<file path="config.mk">
export PLATFORM = sky130hd
export DESIGN_NAME = entropy_bit_sampler_flat
export DESIGN_NICKNAME = d
export VERILOG_FILES = /design/src/rtl/entropy_bit_sampler_if.sv /design/src/rtl/entropy_bit_sampler.sv /design/src/flat_wrapper.sv
export SDC_FILE = /design/constraint.sdc
export NUM_CORES = 1
export LEC_CHECK = 0
export CORE_UTILIZATION = 46
export DETAILED_ROUTE_END_ITERATION = 16
export GPL_TIMING_DRIVEN = 0
export PLACE_DENSITY = 0.73
export SYNTH_ARGS = -nofsm -noshare
export SYNTH_HDL_FRONTEND = slang
export SYNTH_SLANG_ARGS = --single-unit
</file>
<file path="constraint.sdc">
create_clock -name clk -period 1.8 [get_ports clk]
set_clock_uncertainty 0.1 [all_clocks]
set_input_delay 0.54 -clock clk [delete_from_list [all_inputs] [get_ports clk]]
set_output_delay 0.54 -clock clk [all_outputs]
set_load 0.005 [all_outputs]
</file>
<file path="src/rtl/entropy_bit_sampler_if.sv">
// Output stream of the entropy sampler: single-bit beats with sequence framing.
// master = sampler (drives the beat), slave = monobit counter (drives ready).
interface entropy_bit_sampler_if;
    logic out_valid;
    logic out_ready;
    logic out_bit;
    logic out_first;
    logic out_last;

    modport master (
        output out_valid,
        output out_bit,
        output out_first,
        output out_last,
        input  out_ready
    );

    modport slave (
        input  out_valid,
        input  out_bit,
        input  out_first,
        input  out_last,
        output out_ready
    );
endinterface

</file>
<file path="src/rtl/entropy_bit_sampler.sv">
// entropy_bit_sampler: synchronises an asynchronous entropy pin, samples it every
// SAMPLE_DIV clocks and frames the samples into SEQ_LEN-bit sequences delivered over
// a valid/ready stream with first/last markers.
// Optional feature: define VON_NEUMANN_EN to pair samples and apply von Neumann
// debiasing (01 -> 0, 10 -> 1, 00/11 discarded) before delivery.
module entropy_bit_sampler #(
    parameter int unsigned SAMPLE_DIV = 16,
    parameter int unsigned SEQ_LEN    = 128
) (
    input  logic                         clk,
    input  logic                         rst,
    input  logic                         en_i,
    input  logic                         raw_in_i,
    entropy_bit_sampler_if.master        out_if,
    output logic                         seq_done_o,
    output logic [7:0]                   seq_count_o,
    output logic                         overrun_o
);

    localparam int PW = (SAMPLE_DIV > 1) ? $clog2(SAMPLE_DIV) : 1;
    localparam int CW = $clog2(SEQ_LEN);

    logic          sync1_q, sync2_q;
    logic [PW-1:0] presc_q, presc_d;
    logic          tick;
    logic          cand_vld, cand_bit;
    logic          valid_q, valid_d;
    logic          bit_q, bit_d;
    logic [CW-1:0] cnt_q, cnt_d;
    logic          seq_done_q, seq_done_d;
    logic [7:0]    seq_count_q, seq_count_d;
    logic          overrun_q, overrun_d;
    logic          xfer;
`ifdef VON_NEUMANN_EN
    logic          pair_full_q, pair_full_d;
    logic          pair_bit_q, pair_bit_d;
`endif

    // Two-flop synchroniser for the asynchronous entropy pin.
    always_ff @(posedge clk or posedge rst) begin
        if (rst) begin
            sync1_q <= 1'b0;
            sync2_q <= 1'b0;
        end else begin
            sync1_q <= raw_in_i;
            sync2_q <= sync1_q;
        end
    end

    // Prescaler: tick on the last count of each SAMPLE_DIV window; held at 0 while disabled.
    always_comb begin
        tick    = en_i && (presc_q == PW'(SAMPLE_DIV - 1));
        presc_d = presc_q + PW'(1);
        if (!en_i || tick)
            presc_d = '0;
    end

    // Candidate generation: either every tick, or one candidate per unequal sample pair.
    always_comb begin
        cand_vld = 1'b0;
        cand_bit = sync2_q;
`ifdef VON_NEUMANN_EN
        pair_full_d = pair_full_q;
        pair_bit_d  = pair_bit_q;
        if (!en_i) begin
            pair_full_d = 1'b0;
        end else if (tick) begin
            if (!pair_full_q) begin
                pair_full_d = 1'b1;
                pair_bit_d  = sync2_q;
            end else begin
                // The first sample of an unequal pair is the debiased bit.
                pair_full_d = 1'b0;
                cand_vld    = (pair_bit_q != sync2_q);
                cand_bit    = pair_bit_q;
            end
        end
`else
        cand_vld = tick;
`endif
    end

    // Output register, bit counter and sequence bookkeeping next-state.
    always_comb begin
        xfer        = valid_q && out_if.out_ready;
        valid_d     = valid_q;
        bit_d       = bit_q;
        cnt_d       = cnt_q;
        seq_done_d  = 1'b0;
        seq_count_d = seq_count_q;
        overrun_d   = overrun_q;
        if (!en_i) begin
            // Abort: drop the pending beat and restart framing; counters that
            // describe history (seq_count, overrun) are kept.
            valid_d = 1'b0;
            cnt_d   = '0;
        end else begin
            if (xfer) begin
                valid_d = 1'b0;
                if (cnt_q == CW'(SEQ_LEN - 1)) begin
                    cnt_d       = '0;
                    seq_done_d  = 1'b1;
                    seq_count_d = seq_count_q + 8'd1;
                end else begin
                    cnt_d = cnt_q + CW'(1);
                end
            end
            if (cand_vld) begin
                // A beat leaving this cycle frees the single entry for the new candidate.
                if (!valid_q || xfer) begin
                    valid_d = 1'b1;
                    bit_d   = cand_bit;
                end else begin
                    overrun_d = 1'b1;
                end
            end
        end
    end

    // State registers.
    always_ff @(posedge clk or posedge rst) begin
        if (rst) begin
            presc_q     <= '0;
            valid_q     <= 1'b0;
            bit_q       <= 1'b0;
            cnt_q       <= '0;
            seq_done_q  <= 1'b0;
            seq_count_q <= 8'd0;
            overrun_q   <= 1'b0;
        end else begin
            presc_q     <= presc_d;
            valid_q     <= valid_d;
            bit_q       <= bit_d;
            cnt_q       <= cnt_d;
            seq_done_q  <= seq_done_d;
            seq_count_q <= seq_count_d;
            overrun_q   <= overrun_d;
        end
    end

`ifdef VON_NEUMANN_EN
    // Pair state for the debiaser.
    always_ff @(posedge clk or posedge rst) begin
        if (rst) begin
            pair_full_q <= 1'b0;
            pair_bit_q  <= 1'b0;
        end else begin
            pair_full_q <= pair_full_d;
            pair_bit_q  <= pair_bit_d;
        end
    end
`endif

    assign out_if.out_valid = valid_q;
    assign out_if.out_bit   = bit_q;
    assign out_if.out_first = valid_q && (cnt_q == '0);
    assign out_if.out_last  = valid_q && (cnt_q == CW'(SEQ_LEN - 1));
    assign seq_done_o       = seq_done_q;
    assign seq_count_o      = seq_count_q;
    assign overrun_o        = overrun_q;

endmodule
</file>
<file path="src/flat_wrapper.sv">
// flat-port wrapper written by rule: the top's interface ports become plain ports
module entropy_bit_sampler_flat 
#(
    parameter int unsigned SAMPLE_DIV = 16,
    parameter int unsigned SEQ_LEN    = 128
)
  (clk, rst, en_i, raw_in_i, seq_done_o, seq_count_o, overrun_o, out_if_out_valid, out_if_out_bit, out_if_out_first, out_if_out_last, out_if_out_ready);
  entropy_bit_sampler_if out_if_i ();
  input  logic clk;
  input  logic rst;
  input  logic en_i;
  input  logic raw_in_i;
  output logic seq_done_o;
  output logic [7:0] seq_count_o;
  output logic overrun_o;
  output wire logic [$bits(out_if_i.out_valid)-1:0] out_if_out_valid;
  output wire logic [$bits(out_if_i.out_bit)-1:0] out_if_out_bit;
  output wire logic [$bits(out_if_i.out_first)-1:0] out_if_out_first;
  output wire logic [$bits(out_if_i.out_last)-1:0] out_if_out_last;
  input wire logic [$bits(out_if_i.out_ready)-1:0] out_if_out_ready;
  assign out_if_out_valid = out_if_i.out_valid;
  assign out_if_out_bit = out_if_i.out_bit;
  assign out_if_out_first = out_if_i.out_first;
  assign out_if_out_last = out_if_i.out_last;
  assign out_if_i.out_ready = out_if_out_ready;
  entropy_bit_sampler #(.SAMPLE_DIV(SAMPLE_DIV), .SEQ_LEN(SEQ_LEN)) u_core (.clk(clk), .rst(rst), .en_i(en_i), .raw_in_i(raw_in_i), .out_if(out_if_i), .seq_done_o(seq_done_o), .seq_count_o(seq_count_o), .overrun_o(overrun_o));
endmodule
</file>
**Word level (Yosys, flattened, before mapping)**

Index checks and enable logic that the tools add are counted.

- Memories: 0
- Output and inout port bits: 14
- Memory bits (read-only): 0
- Word-level logic and storage cells: 39
- Bits in latches: 0
- Bits of input ports: 5
- Flip-flop bits (word level): 25
- Memory bits (writable): 0

- Equal/unequal tests: 3
- Reductions and logical operators: 12
- Order comparisons: 0
- Div/mod/pow operators: 0
- Multipliers: 0
- Muxes and demuxes: 11
- Shift-type cells: 0
- Bitwise logic cells: 1
- Add/subtract/negate cells: 3

Operator list:

| cell | number |
|---|---|
| 2-to-1 mux 7 bit | 3 |
| AND reduction 3 bit | 3 |
| adder 8 x 1 -> 8 bit, second input constant | 1 |
| adder 7 x 1 -> 7 bit, second input constant | 1 |
| == test 7 bit, second input constant | 1 |
| zero test 7 bit | 1 |
| 2-to-1 mux 1 bit | 7 |
| adder 4 x 1 -> 4 bit, second input constant | 1 |
| == test 4 bit, second input constant | 1 |
| logical AND 1 bit | 4 |
| 2-to-1 mux 4 bit | 1 |
| zero test 1 bit | 2 |
| logical OR 1 bit | 2 |
| inequality test 2 x 1 -> 1 bit, second input constant | 1 |
| NOT 1 bit | 1 |

**Depth between registers and ports, before layout**

Gate-level depths: netlist of run 1.

- Word-level depth: 5
- Gate-level depth with buffers: 5
- Mapped depth without buffers: 5

**Least setup slack after synthesis of run 1**

OpenSTA, ideal clock, no wires.

- Path kind: reg2reg
- Start: register u_core.cnt_q[0]
- End: register u_core.seq_count_q[1] (netlist: u_core.seq_count_o[1])
- Required time: 1.575 ns
- Arrival: 1.503 ns
- Clock period less this slack: 1.727 ns
- Setup time: 0.125 ns
- Slack: 0.073 ns
- Cell stages (with the launch flop): 5
- Buffers on the path: 0
- Cells stage by stage: dfrtp_1 -> ha_1 -> nand4_2 -> nor4_4 -> mux2_2

- Cells in the longest elaborated chain, start to end: 2

Ends and longest elaborated chain:

| item | line | RTL |
|---|---|---|
| start: declaration | entropy_bit_sampler.sv:29 | `logic [CW-1:0] cnt_q, cnt_d;` |
| start signal: assignment | entropy_bit_sampler.sv:134 | `cnt_q <= cnt_d;` |
| == test 7 bit | entropy_bit_sampler.sv:100 | `if (cnt_q == CW'(SEQ_LEN - 1)) begin` |
| AND reduction 3 bit (no line) | n/a |  |
| end signal: assignment | entropy_bit_sampler.sv:136 | `seq_count_q <= seq_count_d;` |
| end: declaration | entropy_bit_sampler.sv:31 | `logic [7:0] seq_count_q, seq_count_d;` |

Every way passes these cells.
A chain may end at the register's enable or synchronous reset.

**Worst setup path after layout of run 1**

- Start: register u_core.cnt_q[0]
- End: output out_if_out_first

- Cells in the longest elaborated chain, start to end: 2

Ends and longest elaborated chain:

| item | line | RTL |
|---|---|---|
| zero test 7 bit | entropy_bit_sampler.sv:156 | `assign out_if.out_first = valid_q && (cnt_q == '0);` |
| logical AND 1 bit | entropy_bit_sampler.sv:156 |  |
| end: declaration | flat_wrapper.sv:18 | `output wire logic [$bits(out_if_i.out_first)-1:0] out_if_out_first;` |

Every way passes these cells.

==> flow_summary.yaml, run 1 <==
run_status:
  outcome: "finished, violations left"
  failing_checks: "negative setup slack"
worst_setup_path:
  required_time_at_the_endpoint_of_the_critical_path_ps: 1160
  critical-path-max-stage-delay_ps: 420
  cp-start-kind: "register"
  worstPathMaxFanout: 2
  worstSetupPathType: "register to output pin"
  crit_slowest_cell: "sky130_fd_sc_hd__dfrtp_1"
  cp_top_family: "flip-flops"
  critical_path.endpoint_type: "output pin"
  worstPathCellList: "buf_6 -> inv_1 -> ha_1 -> and3_1 -> buf_2"
  critical_path.n_buffers_inverters: 3
  worst-endpoint-arrival_ps: 1330
detailed_routing:
  dr.first_iter.drc_count: 12
  drtAntennaViolNets: 0
  post_drt_via_cell_ratio: 5.380
  remaining_drc_errors: 0
  routed_wire_length_per_instance_um: 14.78
  detail_route.first_pass.iterations: 4
  postRouteWirelength_mm: 2.720
  route.vias.total: 990
synthesis:
  synth_cells: 108
  combinational_family_with_the_most_area_after_synthesis: "simple AND/OR/NAND/NOR gates"
  yosys-top-cells-count: "sky130_fd_sc_hd__dfrtp_1, sky130_fd_sc_hd__nor2_1, sky130_fd_sc_hd__xnor2_1"
  synthDominantCellAreaShare: 0.5429
  synth_ff_type: "sky130_fd_sc_hd__dfrtp_1"
  synth_area_leader_cell: "sky130_fd_sc_hd__dfrtp_1"
  synth.area.mux_share: 0.01954
  synth_seq_cells: 25
  synth_top_area_cells: "sky130_fd_sc_hd__dfrtp_1, sky130_fd_sc_hd__xnor2_1, sky130_fd_sc_hd__ha_1, sky130_fd_sc_hd__nor2_1, sky130_fd_sc_hd__nand3_1"
  post_synthesis_cell_area_um2: 1152
  syn-num-nets: 117
  synth-edff-count: 0
  synth-seq-area-share: 0.5429
  yosysWarningCount: 0
  post_synth_xor_area_fraction: 0.09121
  synthAdderAreaFrac: 0.04343
  synth_most_common_cell: "sky130_fd_sc_hd__dfrtp_1"
  library_cells_used_by_synthesis: 29
  async_reset_ff_frac: 1.000
  avgSynthCellArea_um2: 10.67
  synth_compound_gate_area_share: 0.07492
  synth_simple_gate_area_share: 0.1987
timing:
  fin_tns_setup_ps: -341.5
  final-hold-violation-count: 0
  achievable-frequency_mhz: 507.0
  worst_slew_margin_rel: 0.3803
  rsz0062_at_grt: "yes"
  setup_viol_count_final: 4
  final_max_slew_viol_count: 0
  worst-slew-pin-transition_ps: 928.5
  period_share: 1.096
  timing.final.crit_period_ps: 1972
  postLayoutSetupSlackWorst_ps: -172.3
power:
  power.internal_uw: 665.4
  power_frac_comb: 0.044
  leakagePower_uw: 0.0008270
  sequential_cell_fraction_of_total_power: 0.669
  power_dissipated_by_switching_net_loads_uw: 194.9
  vdd.ir_drop.worst_mv: 0.3793
  net_sw_frac: 0.2266
  power_density_nw_per_um2: 511.6
  power_frac_clock: 0.286
grt:
  track_usage: 0.2323
  global_route_wire_length_before_repair_mm: 4.443
  grt_start_max_net_pins: 26
  grt_antenna_before_repair: 0
  first_global_vias: 974
  grt-ovfl-total: 0
clock_tree:
  clock_insertion_delay_at_the_later_pin_of_the_skew_report_ps: 320
  cts_tree: "done"
  cts.path.max_buffers: 2
  cts_inserted_buffers: 3
  cts.root.buffer_cell: "sky130_fd_sc_hd__clkbuf_4"
  numClockSinks: 25
  cts.reportedPaths.clkPinSlew_ps: 140
  htree_num_levels: 1
place:
  gp_routability_congestion: 0.8257
  dp.final_hpwl_mm: 1.456
  port_buffers: 18
  dp_cells: 154
layout:
  post_route_cells_drive_above_1_share: 0.3269
  layout.nets: 166
  layout-area-overhead-vs-synth_pct: 45.93
  layout.cells.non_filler: 184
  count_of_antenna_diodes_in_the_layout: 0
  finalCoreUtilization: 0.7389
min_path:
  hold_path.class: "register to register"
flow_run:
  max_cap_check_violation_count: 0
floorplan:
  chipHeight_um: 52.05
  placeableCoreArea_um2: 2276
  floorplan.initialDensity: 0.5063
  die_w_um: 52.05
  rows: 17
  io_pins: 19
  dieArea_um2: 2709
metrics by stage:
step                area [µm²]  setup WS, ps  power (µW)  hold slack, ps
detailed placement        1368        -661.3       626.5           241.0
global placement          1368        -659.7       624.7           234.4
floorplan                 1152         72.68       606.8           231.2
CTS                       1607        -124.8       864.3           272.1
finish                    1682        -172.3       860.3           275.4
global route              1682        -239.4       904.4           301.7
cell type report:
class / count / area (µm²)
multi-input combinational: 74 / 586.8
inverter: 9 / 33.78
sequential: 25 / 628.1
fill: 159 / 594.3
tap: 28 / 35.03
clock inverter: 1 / 5.005
clock buffer: 3 / 22.52
timing repair buffer: 44 / 370.4
repair_timing:
action	CTS	global route
buffers inserted	24	4
resized for setup	37	16
hold endpoints to repair	0	0
endpoints found under the setup margin	21	12
pin swaps	3	8
gates cloned	1	0
hold buffers	0	0
cells by family after synthesis:
group | Yosys count
buffers and inverters | 9
xor gates and xnor gates | 12
AOI/OAI and AO/OA | 14
DFF | 25
adders and majority gates | 4
and+or+nand+nor | 42
muxes | 2
registers in the layout, indices dropped and copies added, names as in the netlist:
| name | count |
|---|---|
| u_core.sync1_q | 1 |
| u_core.out_if.out_bit | 1 |
| u_core.cnt_q | 7 |
| u_core.cand_bit | 1 |
| u_core.seq_done_o | 1 |
| u_core.out_if.out_valid | 1 |
| u_core.presc_q | 4 |
| u_core.seq_count_o | 8 |
| u_core.overrun_o | 1 |
final timing paths:
check,start,end,slack [ps],cells after the start
min,u_core.sync1_q$_DFF_PP0_,u_core.cand_bit$_DFF_PP0_,280,0
max reg2reg,u_core.cnt_q[0]$_DFFE_PP0P_,u_core.seq_count_o[1]$_DFFE_PP0P_,-20,7
max,u_core.cnt_q[0]$_DFFE_PP0P_,out_if_out_first,-170,5
min in group asynchronous,rst,u_core.seq_count_o[1]$_DFFE_PP0P_,610,2
max in group asynchronous,rst,u_core.cnt_q[3]$_DFFE_PP0P_,360,2
min reg2reg,u_core.sync1_q$_DFF_PP0_,u_core.cand_bit$_DFF_PP0_,280,0
layer usage:
layer	global-route usage	routed length, µm
met5	0	0
met4	0.1216	64
met3	0.03509	101
met2	0.4017	1353
met1	0.2744	1200
placed cells by master (no fill, tap or decap), types with 3 or more instances in the layout:
| master | netlist | layout |
|---|---|---|
| sky130_fd_sc_hd__buf_4 | 0 | 20 |
| sky130_fd_sc_hd__nand3_1 | 8 | 3 |
| sky130_fd_sc_hd__and3_1 | 3 | 3 |
| sky130_fd_sc_hd__nor2_1 | 12 | 12 |
| sky130_fd_sc_hd__inv_1 | 8 | 7 |
| sky130_fd_sc_hd__clkbuf_4 | 0 | 3 |
| sky130_fd_sc_hd__xnor2_1 | 10 | 9 |
| sky130_fd_sc_hd__nand4_1 | 3 | 3 |
| sky130_fd_sc_hd__nand3_4 | 0 | 3 |
| sky130_fd_sc_hd__dfrtp_1 | 25 | 23 |
| sky130_fd_sc_hd__ha_1 | 4 | 3 |
| sky130_fd_sc_hd__a21oi_1 | 4 | 4 |
| sky130_fd_sc_hd__nand2_1 | 8 | 7 |
| sky130_fd_sc_hd__buf_2 | 0 | 3 |
| sky130_fd_sc_hd__dlygate4sd2_1 | 0 | 12 |
| sky130_fd_sc_hd__buf_6 | 0 | 6 |
| sky130_fd_sc_hd__o21ai_0 | 3 | 3 |
power groups by stage:
stage	combinational [µW]	clock (µW)	sequential, µW
2_1_floorplan	22.0	0	585
3_3_place_gp	39.0	0	586
3_5_place_dp	40.1	0	586
4_1_cts	38.8	250	576
5_1_grt	43.2	284	577
6_report	38.3	246	576
Power figures use the tool's default switching activity.
==> run 2: changes to the inputs <==
- ABC_CLOCK_PERIOD_IN_PS: unset -> 1800
- CORE_UTILIZATION: 46 -> 54
- DONT_BUFFER_PORTS: unset -> 1
- PLACE_DENSITY: 0.73 -> 0.72
==> run 2 against run 1 <==
The run still ends with negative setup slack left. Final cell count shrank 20%. Sequential share of layout area grew 8.6 points. Register-to-register slack gained 180 ps. Clock power is essentially flat. Via count shrank 17%. Global-route usage shrank 2.1 points. Non-clock buffer count shrank 36. Combinational power shrank 28%. Wire length shrank 19%. Die area shrank 14%. Largest cell class unchanged.
==> flow_summary.yaml, run 2 (synthesis gave the netlist of run 1 again) <==
layout:
  mostFrequentLayoutCell: "sky130_fd_sc_hd__dfrtp_1"
  n_fill_cell: 151
  layout-area-overhead-vs-synth_pct: 19.44
  count_of_antenna_diodes_in_the_layout: 0
  flip_flop_count_of_the_largest_register_after_layout: 8
  layout.nets: 130
  multi_input_gate_area_in_the_final_layout_um2: 574.3
  layout.cells.non_filler: 147
  post_route_cells_drive_above_1_share: 0.2583
  ff_latch_area_um2: 631.9
  most-common-layout-cells: "sky130_fd_sc_hd__dfrtp_1, sky130_fd_sc_hd__nor2_1, sky130_fd_sc_hd__xnor2_1"
timing:
  setup_viol_count_final: 2
  hold_ws_ps: 140.7
  achievable-frequency_mhz: 530.8
  postLayoutSetupSlackWorst_ps: -84.04
  worst-slew-pin-transition_ps: 908.7
  final-hold-violation-count: 0
  timing.final.crit_period_ps: 1884
  final_max_slew_viol_count: 0
  fin_tns_setup_ps: -133.4
  period_share: 1.047
  worst_slew_margin_rel: 0.3935
  rsz0062_at_grt: "yes"
worst_setup_path:
  worstPathMaxFanout: 2
  crit_reg_reg_endpoint: "u_core.seq_count_o[1]$_DFFE_PP0P_"
  reg2reg_depth: 5
  cp-start-kind: "register"
  flop2flop_setup_slack_ps: 160
  required_time_at_the_endpoint_of_the_critical_path_ps: 1160
  crit_slowest_cell: "sky130_fd_sc_hd__dfrtp_2"
  worstSetupPathType: "register to output pin"
  worstReg2RegStart: "u_core.cnt_q[1]$_DFFE_PP0P_"
  worst-endpoint-arrival_ps: 1240
  worstPathCellList: "nor4_4 -> and3_4"
  critical-path-max-stage-delay_ps: 460
  critical_path.endpoint_type: "output pin"
clock_tree:
  cts.reportedPaths.clkPinSlew_ps: 130
  cts.path.max_buffers: 2
  clock_insertion_delay_at_the_later_pin_of_the_skew_report_ps: 310
  htree_num_levels: 1
  cts_tree: "done"
  cts_hold_fix_bufs: 0
  numClockSinks: 25
  cts.root.buffer_cell: "sky130_fd_sc_hd__clkbuf_4"
  cts_inserted_buffers: 3
detailed_routing:
  route.vias.total: 822
  remaining_drc_errors: 0
  routed_wire_length_per_instance_um: 14.98
  dr.first_iter.drc_count: 17
  postRouteWirelength_mm: 2.202
  detail_route.first_pass.iterations: 4
  post_drt_via_cell_ratio: 5.592
  drtAntennaViolNets: 0
power:
  finalPower_uw: 847.7
  leakagePower_uw: 0.0005869
  power_density_nw_per_um2: 615.9
  vdd.ir_drop.worst_mv: 0.5080
grt:
  first_global_vias: 704
  grt_start_max_net_pins: 26
  track_usage: 0.2111
  grt_antenna_before_repair: 0
  global_route_wire_length_before_repair_mm: 3.236
  grt-ovfl-total: 0
place:
  gp_routability_congestion: 0.7123
  port_buffers: 0
  dp.final_hpwl_mm: 1.382
  place_ws_ps: -122.2
  dp_cells: 135
floorplan:
  rows: 16
  io_pins: 19
  dieArea_um2: 2323
  die_w_um: 48.20
  floorplan.initialDensity: 0.5814
  chipHeight_um: 48.20
  placeableCoreArea_um2: 1982
flow_run:
  max_cap_check_violation_count: 0
min_path:
  holdPathEnd: "u_core.sync1_q$_DFF_PP0_"
  hold_depth: 0
  source_of_the_worst_hold_timing_path: "raw_in_i"
  hold_path.class: "primary input to register"
run_status:
  outcome: "finished, violations left"
  failing_checks: "negative setup slack"
==> run 2: power breakdown <==
group	internal, µW	leakage, µW	total [µW]	switching [µW]
registers	569	0.000334	576	7.10
clock network	86.5	0.0000150	244	157
logic	7.62	0.000238	27.7	20.0
total	663	0.000587	848	184
==> run 2: worst max path at each step <==
stage / startpoint / endpoint / depth (start not counted) / slack (ps)
floorplan: u_core.cnt_q[0]$_DFFE_PP0P_ / u_core.seq_count_o[1]$_DFFE_PP0P_ / 4 / 70
global placement: u_core.cnt_q[0]$_DFFE_PP0P_ / u_core.seq_count_o[1]$_DFFE_PP0P_ / 4 / -90
detailed placement: u_core.cnt_q[0]$_DFFE_PP0P_ / u_core.seq_count_o[1]$_DFFE_PP0P_ / 4 / -120
CTS: u_core.cnt_q[0]$_DFFE_PP0P_ / out_if_out_first / 4 / -90
global route: u_core.cnt_q[5]$_DFFE_PP0P_ / out_if_out_first / 2 / -140
finish: u_core.cnt_q[2]$_DFFE_PP0P_ / out_if_out_first / 2 / -80
==> run 2: critical path: cells and delay by family, from the launching register on <==
family	cells	cell delay, ps
AND/OR/NAND/NOR	2	480
flip-flops	1	460
==> run 2: routing by layer <==
layer | share of wire | routed length [µm] | global-route usage | vias up
met5 | 0 | 0 | 0 | -
met4 | 0.015 | 33 | 0.1000 | 0
met3 | 0.043 | 94 | 0.03333 | 4
met2 | 0.51 | 1120 | 0.3467 | 20
met1 | 0.43 | 955 | 0.2738 | 402
li1 | - | - | - | 396
==> run 2: layout make-up <==
cell class,count,share of cell area
sequential,25,0.4591
inverter,9,0.02818
tap,27,0.02455
timing repair buffer,8,0.05182
clock buffer,4,0.01909
multi-input combinational,74,0.4173
==> run 2: through the flow <==
stage                       util  area [µm²]
after floorplan                -        1152
after global placement    0.5985        1186
after detailed placement  0.5985        1186
after CTS                 0.6383        1265
after global routing      0.6944        1376
final                     0.6944        1376
==> run 2: timing repair <==
item,CTS,global route
endpoints found under the setup margin,9,7
pin swaps,1,5
buffers inserted,5,3
hold endpoints to repair,0,0
resized for setup,6,20
